$ cat config.mk
export PLATFORM = sky130hd
export DESIGN_NAME = oam_dma_ctrl
export DESIGN_NICKNAME = d
export VERILOG_FILES = /design/src/rtl/oam_dma_ctrl.sv
export SDC_FILE = /design/constraint.sdc
export NUM_CORES = 1
export LEC_CHECK = 0
export CAP_MARGIN = 20
export CORE_MARGIN = 2
export CORE_UTILIZATION = 48
export DETAILED_ROUTE_END_ITERATION = 8
export GPL_TIMING_DRIVEN = 0
export PLACE_DENSITY = 0.95
export SYNTH_ARGS = -nofsm -noshare
export SYNTH_HDL_FRONTEND = slang
export SYNTH_SLANG_ARGS = --single-unit
$ cat constraint.sdc
create_clock -name clk -period 4.7 [get_ports clk]
set_input_delay 1.175 -clock clk [delete_from_list [all_inputs] [get_ports clk]]
set_output_delay 1.175 -clock clk [all_outputs]
set_load 0.03 [all_outputs]
$ cat src/rtl/oam_dma_ctrl.sv
// Sprite DMA sequencer: passes CPU accesses through to the system bus when idle and,
// on a write to the DMA register, halts the CPU and copies one page into OAM.
module oam_dma_ctrl #(
    parameter logic [15:0] DMA_REG_ADDR  = 16'h4014,
    parameter logic [15:0] OAM_DATA_ADDR = 16'h2004
) (
    input  logic        clk,
    input  logic        rst,
    input  logic [15:0] cpu_mem_addr,
    input  logic [7:0]  cpu_mem_data_out,
    input  logic        cpu_mem_write_en,
    input  logic        cpu_mem_read_en,
    input  logic [7:0]  bus_data_in,
    output logic [15:0] bus_addr,
    output logic [7:0]  bus_data_out,
    output logic        bus_write_en,
    output logic        bus_read_en,
    output logic        cpu_halt,
    output logic        dma_active
);

    typedef enum logic [1:0] {
        IDLE  = 2'd0,
        SYNC  = 2'd1,
        READ  = 2'd2,
        WRITE = 2'd3
    } state_t;

    state_t     state_reg;
    logic [7:0] page_reg;
    logic [7:0] cnt_reg;
    logic [7:0] latch_reg;
    logic       odd_reg;

    logic       dma_trigger;

    assign dma_trigger = cpu_mem_write_en && (cpu_mem_addr == DMA_REG_ADDR);

    always_ff @(posedge clk or negedge rst) begin
        if (!rst) begin
            state_reg <= IDLE;
            page_reg  <= 8'h00;
            cnt_reg   <= 8'h00;
            latch_reg <= 8'h00;
            odd_reg   <= 1'b0;
        end else begin
            odd_reg <= ~odd_reg;
            case (state_reg)
                IDLE: begin
                    if (dma_trigger) begin
                        page_reg  <= cpu_mem_data_out;
                        cnt_reg   <= 8'h00;
                        state_reg <= SYNC;
                    end
                end
                // Leave SYNC only from an odd cycle so the first READ lands on an even one.
                SYNC: begin
                    if (odd_reg) begin
                        state_reg <= READ;
                    end
                end
                READ: begin
                    state_reg <= WRITE;
                end
                WRITE: begin
                    latch_reg <= bus_data_in;
                    if (cnt_reg == 8'hFF) begin
                        state_reg <= IDLE;
                    end else begin
                        cnt_reg   <= cnt_reg + 8'd1;
                        state_reg <= READ;
                    end
                end
                default: begin
                    state_reg <= IDLE;
                end
            endcase
        end
    end

    always_comb begin
        bus_addr     = 16'h0000;
        bus_data_out = 8'h00;
        bus_write_en = 1'b0;
        bus_read_en  = 1'b0;
        case (state_reg)
            IDLE: begin
                bus_addr     = cpu_mem_addr;
                bus_data_out = cpu_mem_data_out;
                bus_write_en = cpu_mem_write_en && !dma_trigger;
                bus_read_en  = cpu_mem_read_en;
            end
            SYNC: begin
                bus_addr = 16'h0000;
            end
            // Write strobe is low here; the previous byte sits on the data lines for debug.
            READ: begin
                bus_addr     = {page_reg, cnt_reg};
                bus_read_en  = 1'b1;
                bus_data_out = latch_reg;
            end
            WRITE: begin
                bus_addr     = OAM_DATA_ADDR;
                bus_data_out = bus_data_in;
                bus_write_en = 1'b1;
            end
            default: begin
                bus_addr = 16'h0000;
            end
        endcase
    end

    assign cpu_halt   = (state_reg != IDLE);
    assign dma_active = cpu_halt;

endmodule

==> results.toml, run 1 <==
[drt]
drc = 0
via_per_inst = 5.95
wire_per_inst_um = 17.5
ant_nets = 0
wirelength_um = 4870
dr.pass1.iters = 5
vias = 1661
drt_iter0_drc = 149

[flow_run]
cap_violations = 0

[logic_synthesis]
ys_types = 39
synth_edf_count = 0
seq_area_frac_synth = 0.390
syn_nets = 208
synthFlopType = "dfrtp_1"
postSynthAreaPerCell_um2 = 10.5
synth_top_area_cell = "dfrtp_1"
ys_ff_latch = 27
synth_area_leaders = "dfrtp_1, mux2_2, a22o_1"
async_flop_share = 1.00
syn_area_um2 = 1730
ys.warnings.count = 0
synth_cells = 165
yosysTopAreaCellShare = 0.390

[die]
die_area_um2 = 4110
die_w_um = 64.1
die_height_um = 64.1
placement_rows = 21
initial_core_util = 0.508
fp.coreArea_um2 = 3420
num_io_pins = 64

[pwr]
p_sw_mw = 0.753
swShare = 0.490
vdd_drop_max_mv = 0.354
clkPwrFrac = 0.072
seqPwrFrac = 0.225
combPwrFrac = 0.703
intPower_mw = 0.783
p_leak_nw = 1.03
powerDensity_nw_per_um2 = 620

[clock_tree]
holdBufCountCts = 0
clk_pin_slew_ns = 0.15
cts-resized-gates = 0
cts_tree = "built"
clockRootBuffer = "clkbuf_4"
numCtsBuffers = 3
cts-htree-levels = 1
clk_latency_ns = 0.35
clockBufferDepth = 2
clock_sinks = 27
cts_setup_buffers = 0

[sta]
slew_violations = 0
tns_ns = 0
slew_headroom = 0.614
hold_viol = 0
setup_viol = 0
timing.final.crit_share = 0.913
max_freq_mhz = 233
timing_worst_slew_pin_value_ns = 0.579
fin_worst_skew_ns = 0.0162
min_period_ns = 4.29
rsz0062_at_grt = "no"

[global_route]
grt.overflow.total = 0
grt_max_degree = 20
grtUsageTotal = 0.246
grt_pass1_wl_um = 7900
grt_pass1_vias = 1595
antenna_found_initial = 0

[worst_setup_path]
cp-start-kind = "input pin"
slowest_stage = "clkdlybuf4s50_1"
rr_worst_depth = 4
required_ns = 3.52
path_cells = "clkdlybuf4s50_1 > nor4_1 > and4_4 > nor2_1 > nor2_1 > nor2_1 > clkdlybuf4s50_1"
rrSetupSlack_ns = 2.74
cp-end-kind = "primary output"
crit_fanout = 4
r2r_end = "latch_reg[2]$_DFFE_PN0P_"
path_class = "input pin to primary output"
slowest_delay_ns = 0.59
r2r-start = "state_reg[0]$_DFFE_PN0P_"
crit_top_cell = "nor2_1"
arrival_ns = 3.12

[finish]
antenna_cells = 0
syn_to_final_growth_pct = 43.0
postLayoutCellArea_um2 = 2480
nets = 277
layout-drive-gt1-share = 0.163
layoutNonFillerInstCount = 279

[place]
dpl-instance-area_um2 = 2450
gp_congestion = 0.890
dp.cells = 275
hpwl_um = 3680
io_buffers = 63

[hold_path]
hold_depth = 1
min_from = "odd_reg$_DFF_PN0_"
hold_path.class = "flop to flop"
hold-path-endpoint = "odd_reg$_DFF_PN0_"

[run_status]
status = "complete, no violations"
synthesized netlist by cell type (5+ instances only):
cell / number
nand2_1: 9
nor3b_1: 5
dfrtp_1: 27
a222oi_1: 8
a22o_1: 13
mux2_2: 16
a21oi_1: 5
a221o_1: 5
nor2_1: 15
ha_1: 7
clkbuf_1: 7
logic make-up (layout without fill, tap and decap cells):
kind of cell | after synthesis | after routing | synth area share
adder cells (fa/ha/maj) | 7 | 7 | 0.0505
flip-flops | 27 | 27 | 0.390
AO/OA/AOI/OAI | 44 | 44 | 0.218
multiplexers | 16 | 16 | 0.104
buffers and inverters | 17 | 85 | 0.0440
AND/OR/NAND/NOR | 54 | 54 | 0.194
layer usage:
metal | routed length [µm] | vias up | share of wire | track usage
li1 | - | 781 | - | -
met1 | 2120 | 797 | 0.43 | 0.339
met2 | 2310 | 75 | 0.47 | 0.383
met4 | 81 | 0 | 0.017 | 0.101
met5 | 0 | - | 0 | 0
met3 | 357 | 8 | 0.073 | 0.0405
power by group through the flow:
| stage | Clock (mW) | Sequential (mW) | Combinational [mW] |
|---|---|---|---|
| 3_3_place_gp | 0 | 0.343 | 1.05 |
| 4_1_cts | 0.110 | 0.343 | 1.08 |
| 5_1_grt | 0.122 | 0.353 | 1.15 |
| 2_1_floorplan | 0 | 0.332 | 0.699 |
| 3_5_place_dp | 0 | 0.348 | 1.07 |
| 6_report | 0.111 | 0.345 | 1.08 |
stage by stage:
stage	hold slack [ns]	util	total power [mW]	setup slack (ns)
final	0.414	0.726	1.54	0.408
after global routing	0.448	0.726	1.62	0.402
after global placement	0.395	0.709	1.40	0.455
after CTS	0.413	0.726	1.53	0.486
after detailed placement	0.394	0.717	1.42	0.503
after floorplan	0.383	-	1.03	1.48
final cells by class:
type	instances	area (µm²)
Multi-Input combinational cell	121	982
Buffer	13	61.3
Fill cell	252	936
Clock buffer	3	22.5
Inverter	4	15.0
Timing Repair Buffer	64	658
Tap cell	46	57.6
Sequential cell	27	676
Clock inverter	1	7.51
worst max-delay path by stage:
stage / to / startpoint / slack (ns) / cells after the start
finish: bus_write_en / cpu_mem_addr[8] / 0.41 / 7
global route: bus_write_en / cpu_mem_addr[11] / 0.40 / 7
CTS: bus_write_en / cpu_mem_addr[8] / 0.49 / 7
detailed placement: bus_write_en / cpu_mem_addr[8] / 0.50 / 7
global placement: bus_write_en / cpu_mem_addr[8] / 0.46 / 7
floorplan: bus_write_en / cpu_mem_addr[2] / 1.48 / 5
critical path, delay by kind of cell:
kind	cells	cell delay [ns]
and+or+nand+nor	5	0.91
buffers and inverters	2	1.04
placed cells by master, fill, tap and decap left out, types with 2 or more instances in the layout:
cell	count
and4_4	2
and3_2	2
a31oi_1	2
a21oi_1	5
nor4b_2	3
nor2_1	15
nor3b_1	5
a221o_1	5
inv_1	4
clkbuf_4	3
clkdlybuf4s50_1	63
nand2_1	9
nand3_1	4
o21ai_0	4
buf_1	3
dfrtp_1	27
ha_1	7
clkbuf_1	7
a222oi_1	8
nand4_1	3
and3_1	3
mux2_2	16
a22o_1	13
Note: power is estimated with default switching activity, not from simulation.
==> inputs of run 2 (changes only) <==
--- a/config.mk
+++ b/config.mk
@@ -7,7 +7,9 @@
 export LEC_CHECK = 0
 export CAP_MARGIN = 20
 export CORE_MARGIN = 2
-export CORE_UTILIZATION = 48
+export CORE_UTILIZATION = 49
+export CTS_BUF_LIST = sky130_fd_sc_hd__clkbuf_8
+export CTS_CLUSTER_SIZE = 12
 export DETAILED_ROUTE_END_ITERATION = 8
 export GPL_TIMING_DRIVEN = 0
 export PLACE_DENSITY = 0.95
==> results.toml, run 2 (synthesized netlist as in run 1, its figures left out) <==
[sta]
slew_violations = 0
rsz0062_at_grt = "no"
hold_slack_ns = 0.426
worst_slack_ns = 0.384
min_period_ns = 4.32
timing_worst_slew_pin_value_ns = 0.579
max_freq_mhz = 232
fin_worst_skew_ns = 0.00979
setup_viol = 0
timing.final.crit_share = 0.918
slew_headroom = 0.613
tns_ns = 0
hold_viol = 0

[pwr]
powerDensity_nw_per_um2 = 629
combPwrFrac = 0.691
p_sw_mw = 0.758
clkPwrFrac = 0.088
vdd_drop_max_mv = 0.423
seqPwrFrac = 0.220
intPower_mw = 0.813
swShare = 0.482
p_leak_nw = 1.04

[finish]
layout_common_cells = "clkdlybuf4s50_1, dfrtp_1, mux2_2"
syn_to_final_growth_pct = 44.1
layoutNonFillerInstCount = 279
seq_area_um2 = 676
nets = 277
multi_input_comb_area_um2 = 982
antenna_cells = 0
final_common_cell = "clkdlybuf4s50_1"
fillers = 251
layout-drive-gt1-share = 0.163

[clock_tree]
clock_sinks = 27
cts-htree-levels = 1
clk_pin_slew_ns = 0.09
clockRootBuffer = "clkbuf_8"
numCtsBuffers = 3
cts-resized-gates = 0
cts_tree = "built"
clockBufferDepth = 2
clk_latency_ns = 0.29
holdBufCountCts = 0
cts_setup_buffers = 0

[die]
die_area_um2 = 4030
fp.coreArea_um2 = 3360
die_w_um = 63.5
num_io_pins = 64
die_height_um = 63.5
initial_core_util = 0.516
placement_rows = 21

[drt]
vias = 1753
via_per_inst = 6.28
wirelength_um = 5130
dr.pass1.iters = 5
drt_iter0_drc = 114
wire_per_inst_um = 18.4
drc = 0
ant_nets = 0

[global_route]
antenna_found_initial = 0
grt_max_degree = 18
grt_pass1_vias = 1670
grt.overflow.total = 0
grt_pass1_wl_um = 8360
grtUsageTotal = 0.263

[worst_setup_path]
cp_num_buf_inv = 2
path_class = "input pin to primary output"
cp-end-kind = "primary output"
path_delay_family = "buffers and inverters"
crit_fanout = 4
rrSetupSlack_ns = 2.75
path_cells = "clkdlybuf4s50_1 > nor4_1 > and4_4 > nor2_1 > nor2_1 > nor2_1 > clkdlybuf4s50_1"
slowest_stage = "clkdlybuf4s50_1"
arrival_ns = 3.14
required_ns = 3.52
slowest_delay_ns = 0.58
cp-start-kind = "input pin"
crit_top_cell = "nor2_1"

[place]
io_buffers = 63
dp_slack_ns = 0.397
hpwl_um = 3920
dp.cells = 275
gp_congestion = 0.880

[flow_run]
cap_violations = 0

[hold_path]
hold_path.class = "flop to flop"

[run_status]
status = "complete, no violations"
## run 2: power groups by stage
stage / Combinational, mW / Sequential (mW) / Clock [mW]
after floorplan: 0.699 / 0.332 / 0
after global placement: 1.05 / 0.343 / 0
after detailed placement: 1.07 / 0.350 / 0
after CTS: 1.08 / 0.345 / 0.138
after global routing: 1.16 / 0.354 / 0.147
final: 1.09 / 0.346 / 0.139
## run 2: path summary, 6_finish.rpt
| kind | start | to | cells past startpoint |
|---|---|---|---|
| setup / recovery | cpu_mem_addr[8] | bus_write_en | 7 |
| hold / removal | odd_reg$_DFF_PN0_ | odd_reg$_DFF_PN0_ | 1 |
| setup reg to reg | state_reg[0]$_DFFE_PN0P_ | latch_reg[4]$_DFFE_PN0P_ | 4 |
| hold reg to reg | odd_reg$_DFF_PN0_ | odd_reg$_DFF_PN0_ | 1 |
| max in group asynchronous | rst | cnt_reg[3]$_DFFE_PN0P_ | 2 |
| min in group asynchronous | rst | page_reg[3]$_DFFE_PN0P_ | 1 |
## run 2: area by class of cell
type / instances / share of cell area
Multi-Input combinational cell: 121 / 0.393
Clock inverter: 1 / 0.00300
Inverter: 4 / 0.00601
Sequential cell: 27 / 0.270
Timing Repair Buffer: 64 / 0.263
Tap cell: 46 / 0.0230
Clock buffer: 3 / 0.0165
Buffer: 13 / 0.0245
## run 2: through the flow
stage | util | cell area [µm²] | power, mW
after floorplan | - | 1730 | 1.03
after global placement | 0.720 | 2420 | 1.40
after detailed placement | 0.728 | 2450 | 1.42
after CTS | 0.743 | 2500 | 1.57
after global routing | 0.743 | 2500 | 1.66
final | 0.743 | 2500 | 1.57
## run 2: worst reg2reg max path, stage by stage (launching register included)
cell,delay (ns)
dfrtp_1,0.46
ha_1,0.18
clkbuf_1,0.34
buf_1,0.47
mux2_2,0.40
## run 2: per-layer routing
| layer | vias to the layer above | routed length, µm | global-route usage | share of wire |
|---|---|---|---|---|
| li1 | 777 | - | - | - |
| met1 | 849 | 1940 | 0.341 | 0.38 |
| met2 | 117 | 2580 | 0.451 | 0.50 |
| met3 | 10 | 494 | 0.0304 | 0.096 |
| met4 | 0 | 122 | 0.0951 | 0.024 |
| met5 | - | 0 | 0 | 0 |
